`src/rtl/ram_port_arbiter_if.sv`:
```
// Requester and RAM-side signal bundle for ram_port_arbiter.
// slave = arbiter view, master = requesters plus RAM view.
interface ram_port_arbiter_if;
  logic        rd0_req, rd1_req;
  logic [15:0] rd0_addr, rd1_addr;
  logic        rd0_lock, rd1_lock;
  logic        rd0_ack, rd1_ack;
  logic        rd0_valid, rd1_valid;
  logic [15:0] rd0_data, rd1_data;

  logic        wr0_req, wr1_req;
  logic [15:0] wr0_addr, wr1_addr;
  logic [15:0] wr0_data, wr1_data;
  logic [1:0]  wr0_en, wr1_en;
  logic        wr0_lock, wr1_lock;
  logic        wr0_ack, wr1_ack;

  logic [15:0] ram_dread_addr;
  logic [15:0] ram_dread_data;
  logic [15:0] ram_dwrite_addr;
  logic [15:0] ram_dwrite_data;
  logic [1:0]  ram_dwrite_en;

  modport slave (
    input  rd0_req, rd1_req, rd0_addr, rd1_addr, rd0_lock, rd1_lock,
    output rd0_ack, rd1_ack, rd0_valid, rd1_valid, rd0_data, rd1_data,
    input  wr0_req, wr1_req, wr0_addr, wr1_addr, wr0_data, wr1_data,
    input  wr0_en, wr1_en, wr0_lock, wr1_lock,
    output wr0_ack, wr1_ack,
    output ram_dread_addr, ram_dwrite_addr, ram_dwrite_data, ram_dwrite_en,
    input  ram_dread_data
  );

  modport master (
    output rd0_req, rd1_req, rd0_addr, rd1_addr, rd0_lock, rd1_lock,
    input  rd0_ack, rd1_ack, rd0_valid, rd1_valid, rd0_data, rd1_data,
    output wr0_req, wr1_req, wr0_addr, wr1_addr, wr0_data, wr1_data,
    output wr0_en, wr1_en, wr0_lock, wr1_lock,
    input  wr0_ack, wr1_ack,
    input  ram_dread_addr, ram_dwrite_addr, ram_dwrite_data, ram_dwrite_en,
    output ram_dread_data
  );
endinterface

```
`src/rtl/ram_port_arbiter.sv`:
```
// Shares the RAM read port and write port between two requesters using
// independent round-robin channels with bounded lock bursts.
module ram_port_arbiter_chan #(
  parameter int HOLD_LIMIT = 4
) (
  input  logic       clk,
  input  logic       reset,
  input  logic [1:0] i_req,
  input  logic [1:0] i_lock,
  output logic [1:0] o_gnt,
  output logic       o_sel
);
  typedef enum logic {S_IDLE, S_LOCKED} state_t;
  localparam logic [3:0] HL = 4'(HOLD_LIMIT);

  state_t     r_state, w_state_nxt;
  logic       r_prio, w_prio_nxt;
  logic       r_owner, w_owner_nxt;
  logic [3:0] r_hold, w_hold_nxt;
  logic       w_any, w_sel, w_arb, w_p, w_other;

  always_ff @(posedge clk) begin
    if (reset) begin
      r_state <= S_IDLE;
      r_prio  <= 1'b0;
      r_owner <= 1'b0;
      r_hold  <= '0;
    end else begin
      r_state <= w_state_nxt;
      r_prio  <= w_prio_nxt;
      r_owner <= w_owner_nxt;
      r_hold  <= w_hold_nxt;
    end
  end

  // hold counts grants made while the other port waits, so the burst
  // seen by a waiting port is capped at HOLD_LIMIT whatever the entry.
  always_comb begin
    w_state_nxt = r_state;
    w_prio_nxt  = r_prio;
    w_owner_nxt = r_owner;
    w_hold_nxt  = r_hold;
    w_any       = 1'b0;
    w_sel       = 1'b0;
    w_arb       = 1'b1;
    w_p         = r_prio;
    w_other     = ~r_owner;
    if (r_state == S_LOCKED) begin
      w_p = w_other;
      if (i_req[r_owner] && i_lock[r_owner] &&
          !(r_hold == HL && i_req[w_other])) begin
        w_arb = 1'b0;
        w_any = 1'b1;
        w_sel = r_owner;
        if (i_req[w_other] && r_hold < HL)
          w_hold_nxt = r_hold + 4'd1;
      end
    end
    if (w_arb) begin
      w_state_nxt = S_IDLE;
      w_hold_nxt  = '0;
      w_prio_nxt  = w_p;
      if (i_req[0] && i_req[1]) begin
        w_any      = 1'b1;
        w_sel      = w_p;
        w_prio_nxt = ~w_p;
      end else if (i_req[0]) begin
        w_any = 1'b1;
        w_sel = 1'b0;
      end else if (i_req[1]) begin
        w_any = 1'b1;
        w_sel = 1'b1;
      end
      if (w_any && i_lock[w_sel]) begin
        w_state_nxt = S_LOCKED;
        w_owner_nxt = w_sel;
        w_hold_nxt  = i_req[~w_sel] ? 4'd1 : 4'd0;
      end
    end
  end

  always_comb begin
    o_gnt = '0;
    if (w_any && !reset)
      o_gnt[w_sel] = 1'b1;
    o_sel = w_sel;
  end
endmodule

module ram_port_arbiter #(
  parameter int HOLD_LIMIT = 4
) (
  input logic                 clk,
  input logic                 reset,
  ram_port_arbiter_if.slave   bus
);
  logic [1:0]  w_rd_gnt, w_wr_gnt;
  logic        w_rd_sel, w_wr_sel, w_rd_any;
  logic [15:0] w_rd_addr;
  logic [15:0] r_rd_addr;
  logic        r_rpend, r_rsel;

  ram_port_arbiter_chan #(.HOLD_LIMIT(HOLD_LIMIT)) u_rd (
    .clk(clk), .reset(reset),
    .i_req({bus.rd1_req, bus.rd0_req}), .i_lock({bus.rd1_lock, bus.rd0_lock}),
    .o_gnt(w_rd_gnt), .o_sel(w_rd_sel)
  );

  ram_port_arbiter_chan #(.HOLD_LIMIT(HOLD_LIMIT)) u_wr (
    .clk(clk), .reset(reset),
    .i_req({bus.wr1_req, bus.wr0_req}), .i_lock({bus.wr1_lock, bus.wr0_lock}),
    .o_gnt(w_wr_gnt), .o_sel(w_wr_sel)
  );

  assign w_rd_any  = |w_rd_gnt;
  assign w_rd_addr = w_rd_any ? (w_rd_sel ? bus.rd1_addr : bus.rd0_addr) : r_rd_addr;

  always_ff @(posedge clk) begin
    if (reset) begin
      r_rd_addr <= '0;
      r_rpend   <= 1'b0;
      r_rsel    <= 1'b0;
    end else begin
      r_rpend <= w_rd_any;
      r_rsel  <= w_rd_sel;
      if (w_rd_any)
        r_rd_addr <= w_rd_addr;
    end
  end

  assign bus.rd0_ack        = w_rd_gnt[0];
  assign bus.rd1_ack        = w_rd_gnt[1];
  // Reset masks a return that was launched just before it rose.
  assign bus.rd0_valid      = r_rpend && !r_rsel && !reset;
  assign bus.rd1_valid      = r_rpend &&  r_rsel && !reset;
  assign bus.rd0_data       = bus.ram_dread_data;
  assign bus.rd1_data       = bus.ram_dread_data;
  assign bus.ram_dread_addr = w_rd_addr;

  assign bus.wr0_ack         = w_wr_gnt[0];
  assign bus.wr1_ack         = w_wr_gnt[1];
  assign bus.ram_dwrite_addr = w_wr_sel ? bus.wr1_addr : bus.wr0_addr;
  assign bus.ram_dwrite_data = w_wr_sel ? bus.wr1_data : bus.wr0_data;
  assign bus.ram_dwrite_en   = w_wr_gnt[1] ? bus.wr1_en :
                               w_wr_gnt[0] ? bus.wr0_en : 2'b00;
endmodule

```
`src/flat_wrapper.sv`:
```
// flat-port wrapper written by rule: the top's interface ports become plain ports
module ram_port_arbiter_flat 
#(
  parameter int HOLD_LIMIT = 4
)
  (clk, reset, bus_rd0_req, bus_rd1_req, bus_rd0_addr, bus_rd1_addr, bus_rd0_lock, bus_rd1_lock, bus_rd0_ack, bus_rd1_ack, bus_rd0_valid, bus_rd1_valid, bus_rd0_data, bus_rd1_data, bus_wr0_req, bus_wr1_req, bus_wr0_addr, bus_wr1_addr, bus_wr0_data, bus_wr1_data, bus_wr0_en, bus_wr1_en, bus_wr0_lock, bus_wr1_lock, bus_wr0_ack, bus_wr1_ack, bus_ram_dread_addr, bus_ram_dwrite_addr, bus_ram_dwrite_data, bus_ram_dwrite_en, bus_ram_dread_data);
  ram_port_arbiter_if bus_i ();
  input logic clk;
  input logic reset;
  input wire logic [$bits(bus_i.rd0_req)-1:0] bus_rd0_req;
  input wire logic [$bits(bus_i.rd1_req)-1:0] bus_rd1_req;
  input wire logic [$bits(bus_i.rd0_addr)-1:0] bus_rd0_addr;
  input wire logic [$bits(bus_i.rd1_addr)-1:0] bus_rd1_addr;
  input wire logic [$bits(bus_i.rd0_lock)-1:0] bus_rd0_lock;
  input wire logic [$bits(bus_i.rd1_lock)-1:0] bus_rd1_lock;
  output wire logic [$bits(bus_i.rd0_ack)-1:0] bus_rd0_ack;
  output wire logic [$bits(bus_i.rd1_ack)-1:0] bus_rd1_ack;
  output wire logic [$bits(bus_i.rd0_valid)-1:0] bus_rd0_valid;
  output wire logic [$bits(bus_i.rd1_valid)-1:0] bus_rd1_valid;
  output wire logic [$bits(bus_i.rd0_data)-1:0] bus_rd0_data;
  output wire logic [$bits(bus_i.rd1_data)-1:0] bus_rd1_data;
  input wire logic [$bits(bus_i.wr0_req)-1:0] bus_wr0_req;
  input wire logic [$bits(bus_i.wr1_req)-1:0] bus_wr1_req;
  input wire logic [$bits(bus_i.wr0_addr)-1:0] bus_wr0_addr;
  input wire logic [$bits(bus_i.wr1_addr)-1:0] bus_wr1_addr;
  input wire logic [$bits(bus_i.wr0_data)-1:0] bus_wr0_data;
  input wire logic [$bits(bus_i.wr1_data)-1:0] bus_wr1_data;
  input wire logic [$bits(bus_i.wr0_en)-1:0] bus_wr0_en;
  input wire logic [$bits(bus_i.wr1_en)-1:0] bus_wr1_en;
  input wire logic [$bits(bus_i.wr0_lock)-1:0] bus_wr0_lock;
  input wire logic [$bits(bus_i.wr1_lock)-1:0] bus_wr1_lock;
  output wire logic [$bits(bus_i.wr0_ack)-1:0] bus_wr0_ack;
  output wire logic [$bits(bus_i.wr1_ack)-1:0] bus_wr1_ack;
  output wire logic [$bits(bus_i.ram_dread_addr)-1:0] bus_ram_dread_addr;
  output wire logic [$bits(bus_i.ram_dwrite_addr)-1:0] bus_ram_dwrite_addr;
  output wire logic [$bits(bus_i.ram_dwrite_data)-1:0] bus_ram_dwrite_data;
  output wire logic [$bits(bus_i.ram_dwrite_en)-1:0] bus_ram_dwrite_en;
  input wire logic [$bits(bus_i.ram_dread_data)-1:0] bus_ram_dread_data;
  assign bus_i.rd0_req = bus_rd0_req;
  assign bus_i.rd1_req = bus_rd1_req;
  assign bus_i.rd0_addr = bus_rd0_addr;
  assign bus_i.rd1_addr = bus_rd1_addr;
  assign bus_i.rd0_lock = bus_rd0_lock;
  assign bus_i.rd1_lock = bus_rd1_lock;
  assign bus_rd0_ack = bus_i.rd0_ack;
  assign bus_rd1_ack = bus_i.rd1_ack;
  assign bus_rd0_valid = bus_i.rd0_valid;
  assign bus_rd1_valid = bus_i.rd1_valid;
  assign bus_rd0_data = bus_i.rd0_data;
  assign bus_rd1_data = bus_i.rd1_data;
  assign bus_i.wr0_req = bus_wr0_req;
  assign bus_i.wr1_req = bus_wr1_req;
  assign bus_i.wr0_addr = bus_wr0_addr;
  assign bus_i.wr1_addr = bus_wr1_addr;
  assign bus_i.wr0_data = bus_wr0_data;
  assign bus_i.wr1_data = bus_wr1_data;
  assign bus_i.wr0_en = bus_wr0_en;
  assign bus_i.wr1_en = bus_wr1_en;
  assign bus_i.wr0_lock = bus_wr0_lock;
  assign bus_i.wr1_lock = bus_wr1_lock;
  assign bus_wr0_ack = bus_i.wr0_ack;
  assign bus_wr1_ack = bus_i.wr1_ack;
  assign bus_ram_dread_addr = bus_i.ram_dread_addr;
  assign bus_ram_dwrite_addr = bus_i.ram_dwrite_addr;
  assign bus_ram_dwrite_data = bus_i.ram_dwrite_data;
  assign bus_ram_dwrite_en = bus_i.ram_dwrite_en;
  assign bus_i.ram_dread_data = bus_ram_dread_data;
  ram_port_arbiter #(.HOLD_LIMIT(HOLD_LIMIT)) u_core (.clk(clk), .reset(reset), .bus(bus_i));
endmodule
```
`config.mk`:
```
export PLATFORM = sky130hd
export DESIGN_NAME = ram_port_arbiter_flat
export DESIGN_NICKNAME = d
export VERILOG_FILES = /design/src/rtl/ram_port_arbiter_if.sv /design/src/rtl/ram_port_arbiter.sv /design/src/flat_wrapper.sv
export SDC_FILE = /design/constraint.sdc
export NUM_CORES = 1
export LEC_CHECK = 0
export CORE_MARGIN = 8
export CORE_UTILIZATION = 35
export DETAILED_ROUTE_END_ITERATION = 6
export HOLD_SLACK_MARGIN = 0.06
export PLACE_DENSITY_LB_ADDON = 0.08
export SLEW_MARGIN = 30
export SYNTH_ARGS = -nofsm -noshare
export SYNTH_HDL_FRONTEND = slang
export SYNTH_SLANG_ARGS = --single-unit
```
`constraint.sdc`:
```
create_clock -name clk -period 5.57 [get_ports clk]
set_input_delay 0.557 -clock clk [delete_from_list [all_inputs] [get_ports clk]]
set_output_delay 0.557 -clock clk [all_outputs]
set_load 0.05 [all_outputs]
```
# Word-level counts from Yosys, hierarchy flattened
# Index checks and enable logic that the tools add are counted.
[totals]
ramBits = 0
ff_bits = 32
latch_bits = 0
rom_bits = 0
word_cells = 152
mem_count = 0
[classes]
n_mux = 82
n_shift = 0
div = 0
n_lt_le_gt_ge = 14
addsub = 2
n_reduce_logical = 35
n_bitwise = 6
n_mul = 0
n_eq_ne = 2
[ops]
columns = ["operator", "count"]
rows = [
  ["$mux W1", 64],
  ["$mux W16", 4],
  ["$mux W4", 8],
  ["$logic_and A1 B1 Y1", 20],
  ["$lt A1 B2 Y1 const B", 10],
  ["$reduce_bool A2 Y1", 6],
  ["$add A4 B1 Y4 const B", 2],
  ["$eq A4 B3 Y1 const B", 2],
  ["$lt A4 B3 Y1 const B", 2],
  ["$mux W2", 4],
  ["$not A1 Y1", 6],
  ["$reduce_and A3 Y1", 2],
  ["$logic_not A1 Y1", 4],
  ["$reduce_and A2 Y1", 2],
  ["$demux W1 S1", 2],
  ["$ge A1 B1 Y1 const B", 2],
  ["$reduce_or A2 Y1", 1],
]

# Logic depth before layout (Yosys ltp)
# Gate-level depths: netlist of run 1.
[depth]
ltp_word = 20
mapped_depth = 9

# By module
# Synthesis of run 1 repeated with hierarchy kept, for this count alone.
[hier_totals]
hier_cells = 303
hier_area_um2 = 2660.1
[by_module_without_submodules]
columns = ["module", "seq_area_each_um2", "cells_per_inst", "area_each_um2", "n_inst"]
rows = [
  ["ram_port_arbiter", 360.3, 173, 1639.1, 1],
  ["ram_port_arbiter_chan (u_core.u_rd)", 140.1, 68, 533.0, 1],
  ["ram_port_arbiter_chan (u_core.u_wr)", 140.1, 62, 488.0, 1],
]

# Worst setup path after synthesis of run 1
# OpenSTA, ideal clock, no wires.
[synth_timing]
kind = "input -> output"
start = "input port bus_wr1_lock"
end = "output port bus_wr1_ack"
t_required_ps = 5013
t_arrival_ps = 2564
path_stages = 6
setup_slack_ps = 2449
cell_sequence = "and3_1 -> o21ai_2 -> nor2_4 -> mux2i_4 -> buf_6 -> nor3_1"
[synth_between]
elab_chain_len = 16
elab_cells_between_ends = 27
cone_classes = "order compare (2); mux (21); reduce/logical (4)"
[synth_rtl]
columns = ["item", "line_no", "source"]
rows = [
  ["start: declaration", "flat_wrapper.sv:31", "input wire logic [$bits(bus_i.wr1_lock)-1:0] bus_wr1_lock;"],
  ["$mux W1 (implied by the code) (*) (2 in series)", "ram_port_arbiter.sv:50", "if (i_req[r_owner] && i_lock[r_owner] &&"],
  ["$logic_and A1 B1 Y1 (*) (2 in series)", "ram_port_arbiter.sv:50", ""],
  ["$mux W1", "ram_port_arbiter.sv:50", ""],
  ["$mux W1", "ram_port_arbiter.sv:48", "if (r_state == S_LOCKED) begin"],
  ["$mux W1", "ram_port_arbiter.sv:70", "end else if (i_req[1]) begin"],
  ["$mux W1", "ram_port_arbiter.sv:67", "end else if (i_req[0]) begin"],
  ["$mux W1", "ram_port_arbiter.sv:63", "if (i_req[0] && i_req[1]) begin"],
  ["$mux W1 (2 in series)", "ram_port_arbiter.sv:59", "if (w_arb) begin"],
  ["$lt A1 B2 Y1 (implied by the code) / $ge A1 B1 Y1 (equally long branches)", "ram_port_arbiter.sv:85", "o_gnt[w_sel] = 1'b1;"],
  ["$logic_and A1 B1 Y1 (implied by the code)", "ram_port_arbiter.sv:85", ""],
  ["$mux W1 (implied by the code)", "ram_port_arbiter.sv:85", ""],
  ["$demux W1 S1", "ram_port_arbiter.sv:85", ""],
  ["$mux W2 (*)", "ram_port_arbiter.sv:84", "if (w_any && !reset)"],
  ["end: declaration", "flat_wrapper.sv:33", "output wire logic [$bits(bus_i.wr1_ack)-1:0] bus_wr1_ack;"],
]
# Every way passes the cells marked *; elsewhere a longest branch is shown, timed or not. The select of a mux whose other input is x is not followed.

# Worst setup path after layout of run 1
[layout_timing]
start = "input port bus_rd0_req"
end = "output port bus_ram_dread_addr[11]"
[layout_between]
elab_chain_len = 19
elab_cells_between_ends = 35
cone_classes = "order compare (2); mux (25); reduce/logical (8)"
[layout_rtl]
columns = ["item", "line_no", "source"]
rows = [
  ["start: declaration", "flat_wrapper.sv:10", "input wire logic [$bits(bus_i.rd0_req)-1:0] bus_rd0_req;"],
  ["$mux W1 (implied by the code) (2 in series)", "ram_port_arbiter.sv:51", "!(r_hold == HL && i_req[w_other])) begin"],
  ["$logic_and A1 B1 Y1", "ram_port_arbiter.sv:51", ""],
  ["$logic_not A1 Y1", "ram_port_arbiter.sv:51", ""],
  ["$logic_and A1 B1 Y1", "ram_port_arbiter.sv:50", ""],
  ["$mux W1", "ram_port_arbiter.sv:50", ""],
  ["$mux W1", "ram_port_arbiter.sv:48", ""],
  ["$mux W1", "ram_port_arbiter.sv:70", ""],
  ["$mux W1", "ram_port_arbiter.sv:67", ""],
  ["$mux W1", "ram_port_arbiter.sv:63", ""],
  ["$mux W1 (2 in series)", "ram_port_arbiter.sv:59", ""],
  ["$lt A1 B2 Y1 (implied by the code) / $ge A1 B1 Y1 (equally long branches)", "ram_port_arbiter.sv:85", ""],
  ["$logic_and A1 B1 Y1 (implied by the code)", "ram_port_arbiter.sv:85", ""],
  ["$mux W1 (implied by the code)", "ram_port_arbiter.sv:85", ""],
  ["$demux W1 S1", "ram_port_arbiter.sv:85", ""],
  ["$mux W2", "ram_port_arbiter.sv:84", ""],
  ["$reduce_or A2 Y1", "ram_port_arbiter.sv:115", "assign w_rd_any = |w_rd_gnt;"],
  ["$mux W16 (*)", "ram_port_arbiter.sv:116", "assign w_rd_addr = w_rd_any ? (w_rd_sel ? bus.rd1_addr : bus.rd0_addr) : r_rd_addr;"],
  ["end: declaration", "flat_wrapper.sv:34", "output wire logic [$bits(bus_i.ram_dread_addr)-1:0] bus_ram_dread_addr;"],
]
# Marks and branches as above.

==> metrics.cfg, run 1 <==
[detailed_routing]
routed_wl_um=9794
first_pass_iters=4
drcViolationCount=0
drtAntennaViolNets=0
vias=2773
routedWlPerCell_um=17.77
viasPerCell=5.033
drtIter0Drc=100

[clocking]
cts_max_level=2
clk_pin_slew_ps=70
numCtsBuffers=5
cts_hold_buffers=0
cts_resized=0
insertion_delay_ps=280
cts_setup_buffers=0
clock_sinks=32
cts_root_buffer=clkbuf_8
cts_tree=done
cts.path.max_buffers=2

[die]
fp.coreArea_mm2=0.007567
start_util_pct=35.33
die_h_um=103.4
io_pins=214
die_w_um=103.4
std_cell_rows=32
die_area_mm2=0.01069

[yosys]
synth_edf_count=0
yosysMostFrequentCell=nand2_1
synth_seq_area_share_pct=23.96
netlist_top_cells_count=nand2_1 (62), buf_4 (33), dfxtp_1 (32), o211ai_1 (32), mux2_4 (26)
yosys.area.top_type=dfxtp_1
netlist_area_mm2=0.002674
synth.top_cell.area_share_pct=23.96
synth_cell_types=46
synthArstFlopShare_pct=0
synth_area_leaders=dfxtp_1 (24%), mux2_4 (15%), buf_4 (9.3%), o211ai_1 (9.0%), nand2_1 (8.7%)
syn_area_per_cell_um2=8.356
synth_top_flop_cell=dfxtp_1
yosys_warnings=0
ys_ff_latch=32
synth_nets=450
synth_cells=320

[global_route]
grt_start_max_net_pins=37
grt_pass1_vias=2779
grt_pass1_wl_um=14370
grt-ovfl-total=0
grt_use_total_pct=17.18
antenna_found_initial=0

[timing]
drv_slew=0
rsz0062_at_grt=false
finalCritPeriodShare_pct=77.43
hold_viol=0
max_freq_ghz=0.2319
maxSlewHeadroom_pct=52.80
setup_viol_count_final=0
final.setup_skew_ps=7.058
finalSetupTns_ps=0
worst_pin_slew_ps=705.7
min_period_ps=4313

[power]
power.share.sequential_pct=26.8
power.leakage_nw=1.633
combPwrFrac_pct=49.9
total_power_w=0.0009578
power_frac_clock_pct=23.3
sw_frac_of_total_pct=38.47
max-vdd-ir-drop_mv=0.1536
switchingPower_w=0.0003684
power.density_mw_per_mm2=223.9
intPower_w=0.0005894

[finish]
drive_gt1_share_pct=12.47
top_regs=u_core.r_rd_addr (16), u_core.u_rd.r_hold (4), u_core.u_wr.r_hold (4)
max_flop_register=u_core.r_rd_addr
syn_to_final_growth_pct=59.99
nFillCells=684
antenna_cells=0
largest_register_ffs=16
nets=578

[worst_hold_path]
min_path_type=register to register

[worst_setup_path]
worstPathRequired_ps=5010
worstSetupPathType=primary input to primary output
crit_path_start_kind=primary input
end_kind=primary output
cp.arrival_ps=3760
crit_fanout=19

[outcome]
outcome=finished, final reports clean

[placement]
post-dp-hpwl_um=8152
io_buffers=165
gp_congestion=0.8178

[flow_run]
drv_cap=0

==> worst paths after layout <==
path	endpoint	startpoint	cells past startpoint	slack, ps
worst min-delay path	u_core.r_rd_addr[10]	u_core.r_rd_addr[10]	2	470
worst max-delay path	bus_ram_dread_addr[11]	bus_rd0_req	9	1260
worst max register to register	u_core.r_rd_addr[7]	u_core.u_rd.r_hold[0]	9	3140
worst min register to register	u_core.r_rd_addr[10]	u_core.r_rd_addr[10]	2	470
==> critical path: stages <==
cell	delay, ps
clkdlybuf4s50_1	670
mux2i_1	170
nor3_1	290
nand3b_1	150
buf_4	230
and2_1	490
buf_4	330
o211ai_1	140
clkdlybuf4s50_1	720
==> through the flow <==
stage               cells  worst slack [ps]  hold slack, ps  utilization [%]  area (um2)
floorplan             320              2449           442.6                -        2674
global placement      543              1392           451.6            54.98        4160
detailed placement    543              1276           459.3            55.06        4167
CTS                   551              1256           475.7            56.53        4278
global route          551              1040           494.5            56.53        4278
finish                551              1257           474.1            56.53        4278
==> routing by layer <==
metal,track usage [%],wire (um),vias to the layer above
li1,-,-,1374
met1,18.45,3639,1263
met2,31.02,4930,122
met3,6.024,1126,14
met4,4.672,98,0
met5,0,0,-
==> power by group through the flow <==
| stage | sequential (W) | combinational [W] | clock [W] |
|---|---|---|---|
| global route | 0.000259 | 0.000504 | 0.000238 |
| floorplan | 0.000258 | 0.000361 | 0 |
| CTS | 0.000257 | 0.000482 | 0.000227 |
| detailed placement | 0.000262 | 0.000480 | 0 |
| global placement | 0.000262 | 0.000477 | 0 |
| finish | 0.000257 | 0.000478 | 0.000223 |
==> cell usage in the layout (no fill, tap or decap), types with 2 or more instances in the layout <==
cell type / instances
clkbuf_8: 5
o21ai_0: 4
mux2i_1: 7
nor3b_1: 2
and2_1: 4
xnor2_1: 2
clkdlybuf4s50_1: 165
buf_4: 6
a31oi_1: 2
mux2_2: 6
o21ai_2: 2
ha_1: 4
dfxtp_1: 32
nor3_1: 6
and3_1: 4
nor3_4: 2
nand2_1: 62
o211ai_1: 32
nor4_1: 2
nand2b_1: 4
a21oi_1: 7
mux2_4: 26
o22ai_1: 2
or2_2: 2
nor2_1: 13
nand4_1: 16
inv_1: 8
==> cell type report <==
class	instances	area, um2	share of cell area [%]
clock buffers	5	68.82	1.609
clock inverters	3	42.54	0.9944
inverters	9	33.78	0.7897
multi-input cells	229	1668	38.99
flip-flops and latches	32	640.6	14.98
well taps	102	127.6	2.983
repair buffers	171	1697	39.66
==> logic make-up after synthesis <==
group | Yosys count | synth area share (%)
multiplexers | 41 | 21.10
AO/OA/AOI/OAI | 59 | 15.91
adder cells (fa/ha/maj) | 4 | 1.872
flip-flops | 32 | 23.96
AND/OR/NAND/NOR | 122 | 22.09
XOR/XNOR | 3 | 0.9829
buffers and inverters | 59 | 14.09
(Power assumes the default switching activity.)
==> run 2: changes to the inputs <==
--- a/config.mk
+++ b/config.mk
@@ -6,7 +6,7 @@
 export NUM_CORES = 1
 export LEC_CHECK = 0
 export CORE_MARGIN = 8
-export CORE_UTILIZATION = 35
+export CORE_UTILIZATION = 34
 export DETAILED_ROUTE_END_ITERATION = 6
 export HOLD_SLACK_MARGIN = 0.06
 export PLACE_DENSITY_LB_ADDON = 0.08
==> constraint.sdc (replaced) <==
create_clock -name clk -period 4.4 [get_ports clk]
set_input_delay 0.44 -clock clk [delete_from_list [all_inputs] [get_ports clk]]
set_output_delay 0.44 -clock clk [all_outputs]
set_load 0.05 [all_outputs]
==> run 2 against run 1 <==
- critical path depth is 1 lower
- global-route usage shrank 0.44 points
- non-clock buffer count is 1 higher
- critical endpoint is now bus_ram_dwrite_addr[15]
- largest cell class unchanged
==> metrics.cfg, run 2 (same netlist as run 1, synthesis figures left out) <==
[finish]
antenna_cells=0  ; unchanged
nFillCells=728  ; +6.4%
top_regs=u_core.r_rd_addr (16), u_core.u_rd.r_hold (4), u_core.u_wr.r_hold (4)
design_area_mm2=0.004232  ; -1.1%
most-common-layout-cells=clkdlybuf4s50_1 (147), nand2_1 (62), o211ai_1 (32), dfxtp_1 (32), mux2_4 (26)
drive_gt1_share_pct=16.22  ; +3.8 points
nets=579  ; +0.17%
mostFrequentLayoutCell=clkdlybuf4s50_1
max_flop_register=u_core.r_rd_addr
largest_register_ffs=16  ; unchanged
syn_to_final_growth_pct=58.26

[timing]
min_period_ps=3696
timing.hold.ws_ps=472.3  ; -1.768 ps
rsz0062_at_grt=false
hold_viol=0  ; unchanged
layout_setup_ws_ps=704.2  ; -552.8 ps
setup_viol_count_final=0  ; unchanged
drv_slew=0  ; unchanged
finalSetupTns_ps=0  ; unchanged
worst_pin_slew_ps=676.9  ; -28.79 ps
max_freq_ghz=0.2706
finalCritPeriodShare_pct=84.00
final.setup_skew_ps=4.390  ; -2.668 ps
maxSlewHeadroom_pct=54.72  ; +1.9 points

[power]
sw_frac_of_total_pct=39.63  ; +1.2 points
power.leakage_nw=1.660  ; +1.7%
power_frac_clock_pct=20.4  ; -2.9 points
max-vdd-ir-drop_mv=0.1642  ; +6.9%
power.share.sequential_pct=28.0  ; +1.2 points
combPwrFrac_pct=51.6  ; +1.7 points
intPower_w=0.0007013  ; +19%
power.density_mw_per_mm2=274.5  ; +23%
switchingPower_w=0.0004604  ; +25%

[global_route]
antenna_found_initial=0  ; unchanged
grt_start_max_net_pins=37  ; unchanged
grt_use_total_pct=16.74  ; -0.44 points
grt_pass1_vias=2727  ; -1.9%
grt_pass1_wl_um=15120  ; +5.3%
grt-ovfl-total=0  ; unchanged

[clocking]
cts_hold_buffers=0  ; unchanged
cts_tree=done
clk_pin_slew_ps=70  ; about the same
cts_max_level=2  ; unchanged
numCtsBuffers=5  ; unchanged
cts_resized=0  ; unchanged
cts_root_buffer=clkbuf_8
insertion_delay_ps=280  ; about the same
cts_setup_buffers=0  ; unchanged
cts.path.max_buffers=2  ; unchanged
clock_sinks=32  ; unchanged

[worst_setup_path]
critPathMaxStageDelay_ps=700  ; -20 ps
crit_path_start_kind=primary input
end_kind=primary output
worstSetupPathType=primary input to primary output
cp.arrival_ps=3260  ; -500 ps
worst_path_most_repeated_cell=clkdlybuf4s50_1
slowest_stage=clkdlybuf4s50_1
crit_fanout=36  ; +17
worstPathCellList=clkdlybuf4s50_1 > and3b_1 > o21ai_2 > nor2_4 > mux2i_4 > buf_12 > mux2_2 > clkdlybuf4s50_1
worstPathRequired_ps=3960  ; -1050 ps
ff2ff_path_depth=9  ; unchanged

[detailed_routing]
dr_wl_met2_um=4841  ; -1.8%
dr_wl_met3_um=672  ; -40%
drcViolationCount=0  ; unchanged
drt-met1-wl_um=4076  ; +12%
viasPerCell=4.957  ; -1.5%
routed_wl_um=9621  ; -1.8%
top_layer_used=met4
drtAntennaViolNets=0  ; unchanged
routedWlPerCell_um=17.43  ; -1.9%
vias=2736  ; -1.3%
first_pass_iters=4  ; unchanged
drtIter0Drc=101  ; +1.0%

[die]
fp.coreArea_mm2=0.007687  ; +1.6%
die_w_um=104.7  ; +1.2%
die_area_mm2=0.01096  ; +2.5%
die_h_um=104.7  ; +1.2%
std_cell_rows=32  ; unchanged
io_pins=214  ; unchanged
start_util_pct=34.78  ; -0.55 points

[placement]
dpl_worst_slack_ps=716.4  ; -559.7 ps
io_buffers=165  ; unchanged
dpl_cell_area_mm2=0.004141  ; -0.60%
gp_congestion=0.7640  ; -6.6%
post-dp-hpwl_um=7752  ; -4.9%

[outcome]
outcome=finished, final reports clean

[worst_hold_path]
hold_path_depth=2  ; unchanged
min_path_type=register to register

[flow_run]
drv_cap=0  ; unchanged

-- run 2: stage by stage --
step                      total power, W  instances  util [%]
final                           0.001162        552     55.05
after global routing            0.001219        552     55.05
after CTS                       0.001171        552     55.05
after detailed placement       0.0009347        544     53.87
after global placement         0.0009286        544     53.79
after floorplan                0.0007834        320         -
-- run 2: final cells by class --
type | count | area [um2] | share of cell area, %
tap | 102 | 127.6 | 3.016
multi-input combinational | 229 | 1668 | 39.41
clock buffer | 8 | 90.09 | 2.129
inverter | 9 | 33.78 | 0.7983
timing repair buffer | 172 | 1672 | 39.50
sequential | 32 | 640.6 | 15.14
-- run 2: power groups by stage --
stage	combinational, W	clock [W]	sequential [W]
after global placement	0.000598	0	0.000331
after floorplan	0.000457	0	0.000327
final	0.000600	0.000236	0.000326
after CTS	0.000605	0.000241	0.000325
after detailed placement	0.000603	0	0.000332
after global routing	0.000633	0.000258	0.000329
-- run 2: worst paths after layout --
path | startpoint | end | slack (ps)
worst max register to register | u_core.u_rd.r_hold[0] | u_core.r_rd_addr[4] | 2050
worst min register to register | u_core.r_rd_addr[13] | u_core.r_rd_addr[13] | 470
worst max-delay path | bus_wr0_req | bus_ram_dwrite_addr[15] | 700
worst min-delay path | u_core.r_rd_addr[13] | u_core.r_rd_addr[13] | 470
-- run 2: routing by layer --
metal | GRT usage, % | up-vias
met2 | 28.73 | 96
met3 | 5.283 | 7
li1 | - | 1370
met5 | 0 | -
met4 | 2.752 | 0
met1 | 20.29 | 1263
-- run 2: worst max-delay path, delay by kind of cell --
kind / cells / cell delay, ps
buffers and inverters: 3 / 1570
muxes: 2 / 660
AOI/OAI and AO/OA: 1 / 100
and+or+nand+nor: 2 / 450
